$ cat config.mk
export PLATFORM = sky130hd
export DESIGN_NAME = arcade_control_sequencer
export DESIGN_NICKNAME = d
export VERILOG_FILES = /design/src/rtl/arcade_ctl_pkg.sv /design/src/rtl/edge_pulse.sv /design/src/rtl/arcade_control_sequencer.sv
export SDC_FILE = /design/constraint.sdc
export NUM_CORES = 1
export LEC_CHECK = 0
export BUFFER_PORTS_ARGS = -buffer_cell sky130_fd_sc_hd__buf_2
export CAP_MARGIN = 20
export CORE_ASPECT_RATIO = 0.5
export CORE_MARGIN = 10
export CORE_UTILIZATION = 40
export CTS_CLUSTER_SIZE = 25
export DETAILED_ROUTE_END_ITERATION = 10
export GPL_ROUTABILITY_DRIVEN = 0
export PLACE_DENSITY_LB_ADDON = 0.15
export SLEW_MARGIN = 10
export SYNTH_ARGS = -nofsm -noshare
export SYNTH_HDL_FRONTEND = slang
export SYNTH_HIERARCHICAL = 1
export SYNTH_SLANG_ARGS = --single-unit
$ cat constraint.sdc
create_clock -name clk -period 3.8 [get_ports clk]
set_clock_uncertainty 0.05 [all_clocks]
set_input_delay 0.19 -clock clk [delete_from_list [all_inputs] [get_ports clk]]
set_output_delay 0.19 -clock clk [all_outputs]
set_load 0.02 [all_outputs]
$ cat src/rtl/arcade_ctl_pkg.sv
// Shared types and helpers for the arcade control stroke sequencer.
package arcade_ctl_pkg;

  typedef enum logic [1:0] {ST_RESET, ST_IDLE, ST_HOLD, ST_GAP} seq_state_t;

  localparam int FN_COIN   = 0;
  localparam int FN_START1 = 1;
  localparam int FN_START2 = 2;

  typedef logic [2:0] fn_vec_t;

  function automatic int max3(input int a, input int b, input int c);
    int m;
    m = (a > b) ? a : b;
    return (m > c) ? m : c;
  endfunction

  // Fixed priority COIN > START1 > START2, returned one-hot.
  function automatic fn_vec_t prio_onehot(input fn_vec_t p);
    fn_vec_t g;
    g = '0;
    if (p[FN_COIN])        g[FN_COIN]   = 1'b1;
    else if (p[FN_START1]) g[FN_START1] = 1'b1;
    else if (p[FN_START2]) g[FN_START2] = 1'b1;
    return g;
  endfunction

endpackage

$ cat src/rtl/edge_pulse.sv
// Rising-edge detector; history resets high so a level already present at
// reset release is not mistaken for a new request.
module edge_pulse (
  input  logic clk,
  input  logic rst_n,
  input  logic d_i,
  output logic pulse_o
);

  logic hist_q;

  always_ff @(posedge clk or negedge rst_n) begin
    if (!rst_n) hist_q <= 1'b1;
    else        hist_q <= d_i;
  end

  assign pulse_o = d_i & ~hist_q;

endmodule

$ cat src/rtl/arcade_control_sequencer.sv
// Serialises coin/start requests into fixed-length strokes separated by a
// minimum gap, and stretches OSD reset requests into a timed game reset.
module arcade_control_sequencer
  import arcade_ctl_pkg::*;
#(
  parameter int HOLD_CYCLES = 600000,
  parameter int GAP_CYCLES  = 600000,
  parameter int RST_CYCLES  = 65536,
  parameter int CW          = $clog2(max3(HOLD_CYCLES, GAP_CYCLES, RST_CYCLES)) + 1
) (
  input  logic clk,
  input  logic rst_n,
  input  logic coin_osd,
  input  logic coin_joy,
  input  logic start1_osd,
  input  logic start1_joy,
  input  logic start2_osd,
  input  logic start2_joy,
  input  logic reset_osd,
  output logic coin,
  output logic start1,
  output logic start2,
  output logic game_rst_n,
  output logic busy
);

  localparam int NREQ = 7;

  logic [NREQ-1:0] req_raw;
  logic [NREQ-1:0] req_edge;
  fn_vec_t         fn_edge;
  logic            rst_req;

  seq_state_t      state_q, state_d;
  logic [CW-1:0]   cnt_q, cnt_d, cnt_dec;
  logic            cnt_zero;
  fn_vec_t         pend_q, pend_d;
  fn_vec_t         grant_q, grant_d, grant_pick;
  fn_vec_t         stroke_q;
  logic            game_rst_n_q;
  logic            busy_q;

  assign req_raw = {reset_osd, start2_joy, start2_osd, start1_joy, start1_osd, coin_joy, coin_osd};

  for (genvar gi = 0; gi < NREQ; gi++) begin : g_edge
    edge_pulse u_edge (
      .clk     (clk),
      .rst_n   (rst_n),
      .d_i     (req_raw[gi]),
      .pulse_o (req_edge[gi])
    );
  end

  assign fn_edge[FN_COIN]   = req_edge[0] | req_edge[1];
  assign fn_edge[FN_START1] = req_edge[2] | req_edge[3];
  assign fn_edge[FN_START2] = req_edge[4] | req_edge[5];
  assign rst_req            = req_edge[6];

  assign cnt_zero   = (cnt_q == '0);
  assign cnt_dec    = cnt_q - CW'(1);
  assign grant_pick = prio_onehot(pend_q);

  always_comb begin
    state_d = state_q;
    cnt_d   = cnt_q;
    pend_d  = pend_q;
    grant_d = grant_q;
    case (state_q)
      ST_RESET: begin
        if (cnt_zero) state_d = ST_IDLE;
        else          cnt_d   = cnt_dec;
      end
      ST_IDLE: begin
        pend_d = pend_q | fn_edge;
        if (pend_q != '0) begin
          state_d = ST_HOLD;
          grant_d = grant_pick;
          cnt_d   = CW'(HOLD_CYCLES - 1);
          // A fresh edge for the granted function in this cycle re-queues it.
          pend_d  = (pend_q & ~grant_pick) | fn_edge;
        end
      end
      ST_HOLD: begin
        pend_d = pend_q | fn_edge;
        if (cnt_zero) begin
          state_d = ST_GAP;
          cnt_d   = CW'(GAP_CYCLES - 1);
        end else begin
          cnt_d = cnt_dec;
        end
      end
      ST_GAP: begin
        pend_d = pend_q | fn_edge;
        if (cnt_zero) state_d = ST_IDLE;
        else          cnt_d   = cnt_dec;
      end
      default: state_d = ST_RESET;
    endcase
    // Reset overrides everything, including requests arriving in the same cycle.
    if (state_q != ST_RESET && rst_req) begin
      state_d = ST_RESET;
      cnt_d   = CW'(RST_CYCLES - 1);
      pend_d  = '0;
    end
  end

  always_ff @(posedge clk or negedge rst_n) begin
    if (!rst_n) begin
      state_q      <= ST_RESET;
      cnt_q        <= CW'(RST_CYCLES - 1);
      pend_q       <= '0;
      grant_q      <= '0;
      stroke_q     <= '0;
      game_rst_n_q <= 1'b0;
      busy_q       <= 1'b1;
    end else begin
      state_q      <= state_d;
      cnt_q        <= cnt_d;
      pend_q       <= pend_d;
      grant_q      <= grant_d;
      stroke_q     <= (state_d == ST_HOLD) ? grant_d : '0;
      game_rst_n_q <= (state_d != ST_RESET);
      busy_q       <= (state_d != ST_IDLE);
    end
  end

  assign coin       = stroke_q[FN_COIN];
  assign start1     = stroke_q[FN_START1];
  assign start2     = stroke_q[FN_START2];
  assign game_rst_n = game_rst_n_q;
  assign busy       = busy_q;

endmodule

# Word-level counts from Yosys, hierarchy flattened
# Index checks and enable logic that the tools add are counted.
# totals
regBits	41
wordCells	74
ramBits	0
in_bits	9
latch_bits	0
mem_count	0
rom_bits	0
# op_classes
n_mux	21
shifts	0
multipliers	0
add_sub_neg	1
div_mod_pow	0
magnitude_cmp	0
n_eq_ne	7
reduce_logical	10
bitwise_logic	21
# op_table
cell	count
21-bit 2-to-1 mux	4
21-bit one-hot mux with 3 select lines	1
21-bit logical NOT	1
21-bit by 1-bit subtractor with 21-bit output (second input constant)	1
3-bit 2-to-1 mux	5
2-bit 2-to-1 mux	5
1-bit bitwise AND	7
1-bit inverter	7
2-bit == test (second input constant)	3
3-bit OR	2
2-bit one-hot mux with 3 select lines	1
3-bit one-hot mux with 2 select lines	1
3-bit nonzero test	2
1-bit 2-to-1 mux	4
2-bit nonzero test	2
2-bit OR reduction	2
3-bit bitwise AND	1
3-bit by 2-bit != test with 1-bit output (second input constant)	1
3-bit != test (second input constant)	1
3-bit inverter	1
1-bit OR	3
2-bit by 1-bit == test with 1-bit output (second input constant)	1
2-bit logical NOT	1
2-bit by 1-bit != test with 1-bit output (second input constant)	1
other kinds (2)	2

# Longest topological paths before layout
# Gate-level depths: netlist (run 1).
# depth
word_depth	9
mapped_depth	8
depth_no_buf	7

# Modules after synthesis
# Netlist (run 1), hierarchy kept.
# by_module_without_submodules
mod	area_per_inst_um2	seq_area_each_um2	n_inst	cells_per_inst
arcade_control_sequencer	2114.5	872.1	1	230
edge_pulse	40.0	26.3	7	2

# Least setup slack after synthesis (run 1)
# No wires, ideal clock.
# synth_path
path_type	register to register
from	register cnt_q[0]
to	register stroke_q[0]
arrival_ns	1.975
slack_ns	1.650
setup_time_ns	0.124
stages_incl_launch_ff	8
period_less_slack_ns	2.150
path_cell_list	dfstp_2 inv_1 ha_1 or4b_4 or2_4 or4_4 a22oi_2 nor2b_1
# synth_via
elab_chain_cells	6
# synth_rtl
item	line	source
start: declaration	arcade_control_sequencer.sv:35	logic [CW-1:0] cnt_q, cnt_d, cnt_dec;
start signal: assignment	arcade_control_sequencer.sv:110	cnt_q <= CW'(RST_CYCLES - 1);
start signal: assignment	arcade_control_sequencer.sv:118	cnt_q <= cnt_d;
21-bit logical NOT (*)	arcade_control_sequencer.sv:59	assign cnt_zero = (cnt_q == '0);
2-bit 2-to-1 mux, on equally long branches	arcade_control_sequencer.sv:70, arcade_control_sequencer.sv:94, arcade_control_sequencer.sv:85	
2-bit one-hot mux with 3 select lines (*)	arcade_control_sequencer.sv:68	case (state_q)
2-bit 2-to-1 mux (*)	arcade_control_sequencer.sv:100	if (state_q != ST_RESET && rst_req) begin
2-bit == test (*)	arcade_control_sequencer.sv:121	stroke_q <= (state_d == ST_HOLD) ? grant_d : '0;
3-bit 2-to-1 mux (*)	arcade_control_sequencer.sv:121	
end signal: assignment	arcade_control_sequencer.sv:121	
end: declaration	arcade_control_sequencer.sv:39	fn_vec_t stroke_q;
# Every way passes the cells marked *; elsewhere a longest branch is shown, timed or not.
# A chain may end at the register's enable or synchronous reset.

# Worst setup path in the final report (run 1)
# layout_path
from	register state_q[1]
to	register cnt_q[18]
# layout_via
elab_chain_cells	4
# layout_rtl
item	line	source
start: declaration	arcade_control_sequencer.sv:34	seq_state_t state_q, state_d;
start signal: assignment	arcade_control_sequencer.sv:117	state_q <= state_d;
2-bit == test, or another cell as far along	arcade_control_sequencer.sv:68	
2-bit OR reduction (no source line) or 1-bit logical AND (tied branches)	n/a	
21-bit one-hot mux with 3 select lines, or another cell as far along	arcade_control_sequencer.sv:68	
21-bit 2-to-1 mux or 2-bit AND reduction (tied branches)	n/a	
# Several ways; a longest one is shown, not always the timed one.

==> flow_summary.json, run 1 <==
{
  "status": "completed",
  "rows": 19,
  "numCtsBuffers": 5,
  "hold_viol": 0,
  "power_uw": 2020,
  "rrSetupSlack_ps": 1060,
  "antenna_found_initial": 0,
  "cts_tree": "yes",
  "layout.nets": 280,
  "async_flop_share": 1.00,
  "setup_viol": 0,
  "finalSetupTns_ps": 0,
  "ioPinCount": 14,
  "vias": 1948,
  "root_buffer": "clkbuf_16",
  "grt_pass1_wl_um": 9320,
  "fmax_ghz": 0.364,
  "timing.rr.end": "cnt_q[18]",
  "cp_max_fo": 9,
  "initial_utilization": 0.425,
  "synth_edf_count": 0,
  "critPathKind": "reg -> reg",
  "reg2reg_from": "state_q[1]",
  "place_hpwl_um": 3710,
  "port_buffers": 13,
  "fin_hold_ws_ps": 8.23,
  "wirelength_um": 5450,
  "placed_area_um2": 2520,
  "synth_most_common_cell": "dfstp_2",
  "syn_inst": 244,
  "grt_pass1_vias": 1919,
  "insertedDiodeCount": 0,
  "fin_util": 0.490,
  "synth_commonest_cells": "24 x dfstp_2, 21 x nor2_1, 21 x o21ai_0, 17 x dfrtp_1, 13 x nand2_1",
  "leakage_uw": 0.00114,
  "die_x_um": 129,
  "final_max_slew_viol_count": 0,
  "irDropWorstVdd_mv": 0.231,
  "synth_flop_cell": "dfstp_2",
  "drc": 0,
  "rsz0062_at_grt": "no",
  "cp.buffers_inverters": 1,
  "hp-class": "in -> async",
  "postSynthAreaPerCell_um2": 9.81,
  "cts_resized": 0,
  "start_kind": "flop",
  "required_ps": 3950,
  "ys_types": 54,
  "grtUsageTotal": 0.121,
  "core-area_um2": 5630,
  "fill_cells": 515,
  "fin_area_um2": 2760,
  "clock_sinks": 41,
  "maxSlewHeadroom": 0.376,
  "grt_max_degree": 42,
  "htree_levels": 2,
  "die_h_um": 74.7,
  "critPathTopFamily": "simple AND/OR/NAND/NOR gates",
  "power.density_nw_per_um2": 731,
  "drive_gt1_frac": 0.242,
  "die-area_um2": 9670,
  "crit_arrival_ps": 2900,
  "wire_per_inst_um": 16.2,
  "area_delta_synth_final_pct": 15.3,
  "yosysSeqAreaShare": 0.441,
  "synthTopCellsByArea": "dfstp_2 26%, dfrtp_1 18%, o21ai_0 4.4%",
  "clkTransAtPathRegs_ps": 60,
  "clk_path_buf_depth": 2,
  "cp_slowest_cell": "nor4b_2",
  "synthesis.area_um2": 2390,
  "maxCapViolations": 0,
  "synth_top_cell_by_area": "dfstp_2",
  "drt_iter0_drc": 131,
  "finalCritPeriodShare": 0.722,
  "grt-ovfl-total": 0,
  "max_stage_delay_ps": 750,
  "dr.pass1.iters": 5,
  "cp_cell_sequence": "inv_1 > ha_1 > nor4b_2 > o21ai_0 > a21oi_1 > nand3b_1 > mux2i_1",
  "syn_nets": 261,
  "fin_crit_ps": 2750,
  "endpoint": "cnt_q[18]",
  "tightest_slew_ps": 936,
  "synth-seq-cells": 41,
  "ant_nets": 0,
  "rr_worst_depth": 7,
  "startpoint": "state_q[1]",
  "worst-path-stages": 7,
  "end_kind": "flop",
  "yosysWarnings": 6,
  "synth_top_area_frac": 0.263,
  "vias_per_cell": 5.78,
  "clkLatencyLatePin_ps": 280
}
flip-flops by register name, summed over array words and instances, names as in the netlist:
signal,count
busy,1
cnt_q,21
g_edge.u_edge/hist_q,7
game_rst_n,1
grant_q,3
pend_q,3
state_q,2
stroke_q,3
cell families (layout without fill, tap and decap cells):
| group | Yosys count | after routing | share of synthesized area |
|---|---|---|---|
| muxes | 4 | 4 | 0.0167 |
| buffers and inverters | 17 | 37 | 0.0313 |
| and+or+nand+nor | 103 | 103 | 0.270 |
| xor gates and xnor gates | 2 | 2 | 0.00732 |
| AOI/OAI and AO/OA | 69 | 69 | 0.192 |
| DFF | 41 | 41 | 0.441 |
| adders and majority gates | 8 | 8 | 0.0418 |
metal layers:
layer  share of wire  vias up  routed length, µm  track usage
met3           0.072        5                391       0.0420
met5               0        -                  0            0
met2            0.44       62               2380        0.189
met1            0.48      934               2640        0.153
li1                -      947                  -            -
met4          0.0083        0                 45       0.0470
repair_timing:
item	CTS	global route
buffers inserted	0	0
hold buffers	7	0
endpoints found under the hold margin	7	0
where the power goes:
group | total [µW] | internal [µW] | switching (µW)
logic | 701 | 301 | 400
registers | 821 | 640 | 181
clock network | 495 | 328 | 167
total | 2020 | 1270 | 748
cell usage in the layout, fill, tap and decap left out, drive strengths merged, types with 2 or more instances in the layout:
cell / netlist / layout
mux2i: 4 / 4
buf: 4 / 15
nand2b: 6 / 6
o31ai: 2 / 2
and4: 2 / 2
a22oi: 2 / 2
nor4: 9 / 9
a211oi: 2 / 2
dfrtp: 17 / 17
clkbuf: 6 / 7
dlygate4sd3: 0 / 7
nand4: 3 / 3
nor2b: 14 / 14
nand3b: 4 / 4
o211ai: 2 / 2
ha: 8 / 8
nand2: 13 / 13
o21a: 2 / 2
nor3: 7 / 7
inv: 7 / 7
or4: 6 / 6
o21ai: 22 / 22
o41ai: 3 / 3
a211o: 2 / 2
a21oi: 12 / 12
a22o: 5 / 5
nand3: 7 / 7
a31oi: 9 / 9
nor2: 22 / 22
or2: 2 / 2
dfstp: 24 / 24
nor4b: 3 / 3
worst register-to-register path, cell delays in order, from the launching register on:
cell      delay (ps)
dfrtp_1          440
inv_1            150
ha_1             280
nor4b_2          750
o21ai_0          220
a21oi_1          460
nand3b_1         150
mux2i_1          160
through the flow:
step,instances,worst slack [ps]
6_report,337,1060
3_3_place_gp,322,1280
5_1_grt,337,844
2_1_floorplan,244,1650
4_1_cts,337,1160
3_5_place_dp,322,1190
final cells by class:
cell class	count	area [µm²]	share of cell area
clock buffer	7	143	0.0517
sequential	41	1060	0.383
tap	73	91.3	0.0331
multi-input combinational	186	1260	0.458
clock inverter	1	30.0	0.0109
inverter	7	26.3	0.00952
timing repair buffer	22	150	0.0544
worst min path at each step:
stage | to | start
global placement | g_edge[0].u_edge/hist_q | coin_osd
CTS | cnt_q[17] | rst_n
floorplan | cnt_q[16] | rst_n
global route | cnt_q[18] | rst_n
detailed placement | g_edge[0].u_edge/hist_q | coin_osd
finish | cnt_q[20] | rst_n
No activity file was read; power rests on OpenSTA's default activity.
==> inputs of run 2 (changes only) <==
--- a/config.mk
+++ b/config.mk
@@ -5,6 +5,7 @@
 export SDC_FILE = /design/constraint.sdc
 export NUM_CORES = 1
 export LEC_CHECK = 0
+export ABC_AREA = 1
 export BUFFER_PORTS_ARGS = -buffer_cell sky130_fd_sc_hd__buf_2
 export CAP_MARGIN = 20
 export CORE_ASPECT_RATIO = 0.5
==> constraint.sdc (replaced) <==
create_clock -name clk -period 2.69 [get_ports clk]
set_clock_uncertainty 0.05 [all_clocks]
set_input_delay 0.1345 -clock clk [delete_from_list [all_inputs] [get_ports clk]]
set_output_delay 0.1345 -clock clk [all_outputs]
set_load 0.02 [all_outputs]
==> run 2 against run 1 <==
Combinational power grew 100%. Die area grew 4.6%. Flip-flop and latch count is the same. Synthesized cell count grew 31%. First-iteration DRC count shrank 4.6%. Total power grew 60%. Count of clock-buffer cells in the layout shrank 2. Setup slack lost 380 ps. Cell area grew 6.9%. Global-route usage shrank 0.97 points. Largest cell class unchanged. Largest power group is now combinational logic.
==> flow_summary.json, run 2 <==
{
  "largest_register": "cnt_q",
  "antenna_found_initial": 0,
  "layout_setup_ws_ps": 676,
  "clk_path_buf_depth": 2,
  "rrSetupSlack_ps": 680,
  "irDropWorstVdd_mv": 0.417,
  "area_delta_synth_final_pct": 16.3,
  "clock_sinks": 41,
  "crit_arrival_ps": 2170,
  "ant_nets": 0,
  "ys_types": 30,
  "end_kind": "flop",
  "fin_crit_ps": 2010,
  "htree_levels": 2,
  "async_flop_share": 1.00,
  "clkLatencyLatePin_ps": 280,
  "layout_commonest_cell": "nand2_1",
  "drc": 0,
  "synth_flop_cell": "dfstp_2",
  "synthTopCellsByArea": "dfstp_2 25%, dfrtp_1 17%, nand2_1 9.0%",
  "critPathKind": "reg -> reg",
  "grtUsageTotal": 0.111,
  "cp_max_fo": 11,
  "place_hpwl_um": 4090,
  "drive_gt1_frac": 0.253,
  "syn_inst": 320,
  "core-area_um2": 6110,
  "synthesis.area_um2": 2540,
  "place_ws_ps": 699,
  "fin_area_um2": 2950,
  "required_ps": 2850,
  "dr.pass1.iters": 4,
  "initial_utilization": 0.415,
  "setup_viol": 0,
  "yosysSeqAreaShare": 0.416,
  "postSynthAreaPerCell_um2": 7.93,
  "reg_top3": "cnt_q: 21 flops, g_edge.u_edge/hist_q: 7 flops",
  "max_stage_delay_ps": 420,
  "die-area_um2": 10100,
  "maxCapViolations": 0,
  "final_max_slew_viol_count": 0,
  "synth_top_area_frac": 0.249,
  "placed_area_um2": 2700,
  "cp_slowest_cell": "dfrtp_1",
  "grt_max_degree": 42,
  "mostFrequentLayoutCells": "61 x nand2_1, 49 x inv_1, 40 x nor2_1, 26 x nand3_1, 24 x dfstp_2",
  "fin_util": 0.483,
  "finalCritPeriodShare": 0.749,
  "ioPinCount": 14,
  "port_buffers": 13,
  "yosysWarnings": 6,
  "power.density_nw_per_um2": 1100,
  "power_uw": 3230,
  "grt-ovfl-total": 0,
  "insertedDiodeCount": 0,
  "wirelength_um": 5450,
  "cts_tree": "yes",
  "status": "completed",
  "largest_reg_flops": 21,
  "cp_cell_sequence": "inv_1 > ha_1 > inv_1 > nor2_1 > buf_4 > nor2_1 > nand2_2 > o21ai_1",
  "vias": 2058,
  "root_buffer": "clkbuf_16",
  "hp-class": "reg -> reg",
  "rows": 20,
  "grt_pass1_wl_um": 9470,
  "cts_setup_buffers": 0,
  "synth_edf_count": 0,
  "vias_per_cell": 4.72,
  "synth_commonest_cells": "61 x nand2_1, 49 x inv_1, 40 x nor2_1, 26 x nand3_1, 24 x dfstp_2",
  "cts_resized": 0,
  "finalSetupTns_ps": 0,
  "tightest_slew_ps": 882,
  "start_kind": "flop",
  "numCtsBuffers": 5,
  "layout.nets": 364,
  "die_x_um": 133,
  "synth_most_common_cell": "nand2_1",
  "grt_pass1_vias": 2019,
  "rsz0062_at_grt": "no",
  "fmax_ghz": 0.496,
  "synth-seq-cells": 41,
  "wire_per_inst_um": 12.5,
  "hold_viol": 0,
  "leakage_uw": 0.00146,
  "die_h_um": 76.3,
  "drt_iter0_drc": 125,
  "maxSlewHeadroom": 0.412,
  "clkTransAtPathRegs_ps": 60,
  "syn_nets": 337,
  "synth_top_cell_by_area": "dfstp_2"
}
## run 2: what timing repair did
action | in CTS | in global routing
endpoints found under the setup margin | 0 | 0
endpoints found under the hold margin | 24 | 0
hold buffers | 8 | 0
## run 2: worst paths after layout
kind                            start    endpoint  cells after the start
setup / recovery           state_q[0]   cnt_q[15]                      8
hold / removal               cnt_q[2]    cnt_q[2]                      2
setup reg to reg           state_q[0]   cnt_q[15]                      8
hold reg to reg              cnt_q[2]    cnt_q[2]                      2
max in group asynchronous       rst_n   cnt_q[19]                      2
min in group asynchronous       rst_n  state_q[0]                      2
## run 2: critical path: cells and delay by family (launching register included)
kind            cells  cell delay [ps]
flops               1              420
buf+inv             3              480
compound gates      1              160
simple gates        3              530
fa+ha+maj           1              300
## run 2: where the power goes
part | leakage (µW) | internal [µW] | switching, µW
registers | 0.000473 | 929 | 199
logic | 0.000907 | 484 | 931
clock network | 0.0000800 | 439 | 250
## run 2: per-layer routing
layer	GRT usage	vias to the layer above	wire length, µm
met5	0	-	0
met4	0.0284	0	27
met3	0.0289	2	184
met2	0.179	30	2460
met1	0.145	965	2780
li1	-	1061	-
## run 2: area by class of cell
class | instances | area [µm²]
Multi-Input combinational cell | 224 | 1260
Inverter | 52 | 195
Fill cell | 605 | 3160
Sequential cell | 41 | 1060
Clock buffer | 5 | 125
Clock inverter | 3 | 46.3
Tap cell | 88 | 110
Timing Repair Buffer | 23 | 160
## run 2: cells by family after synthesis
kind of cell             synth area share
adder cells (fa/ha/maj)            0.0395
AO/OA/AOI/OAI                       0.102
XOR/XNOR                           0.0311
AND/OR/NAND/NOR                     0.324
flip-flops                          0.416
buffers and inverters              0.0878
## run 2: metrics by stage
stage | hold WS [ps] | instances
4_1_cts | 440 | 436
3_5_place_dp | 200 | 420
6_report | 436 | 436
5_1_grt | 452 | 436
3_3_place_gp | 200 | 420
2_1_floorplan | -211 | 320
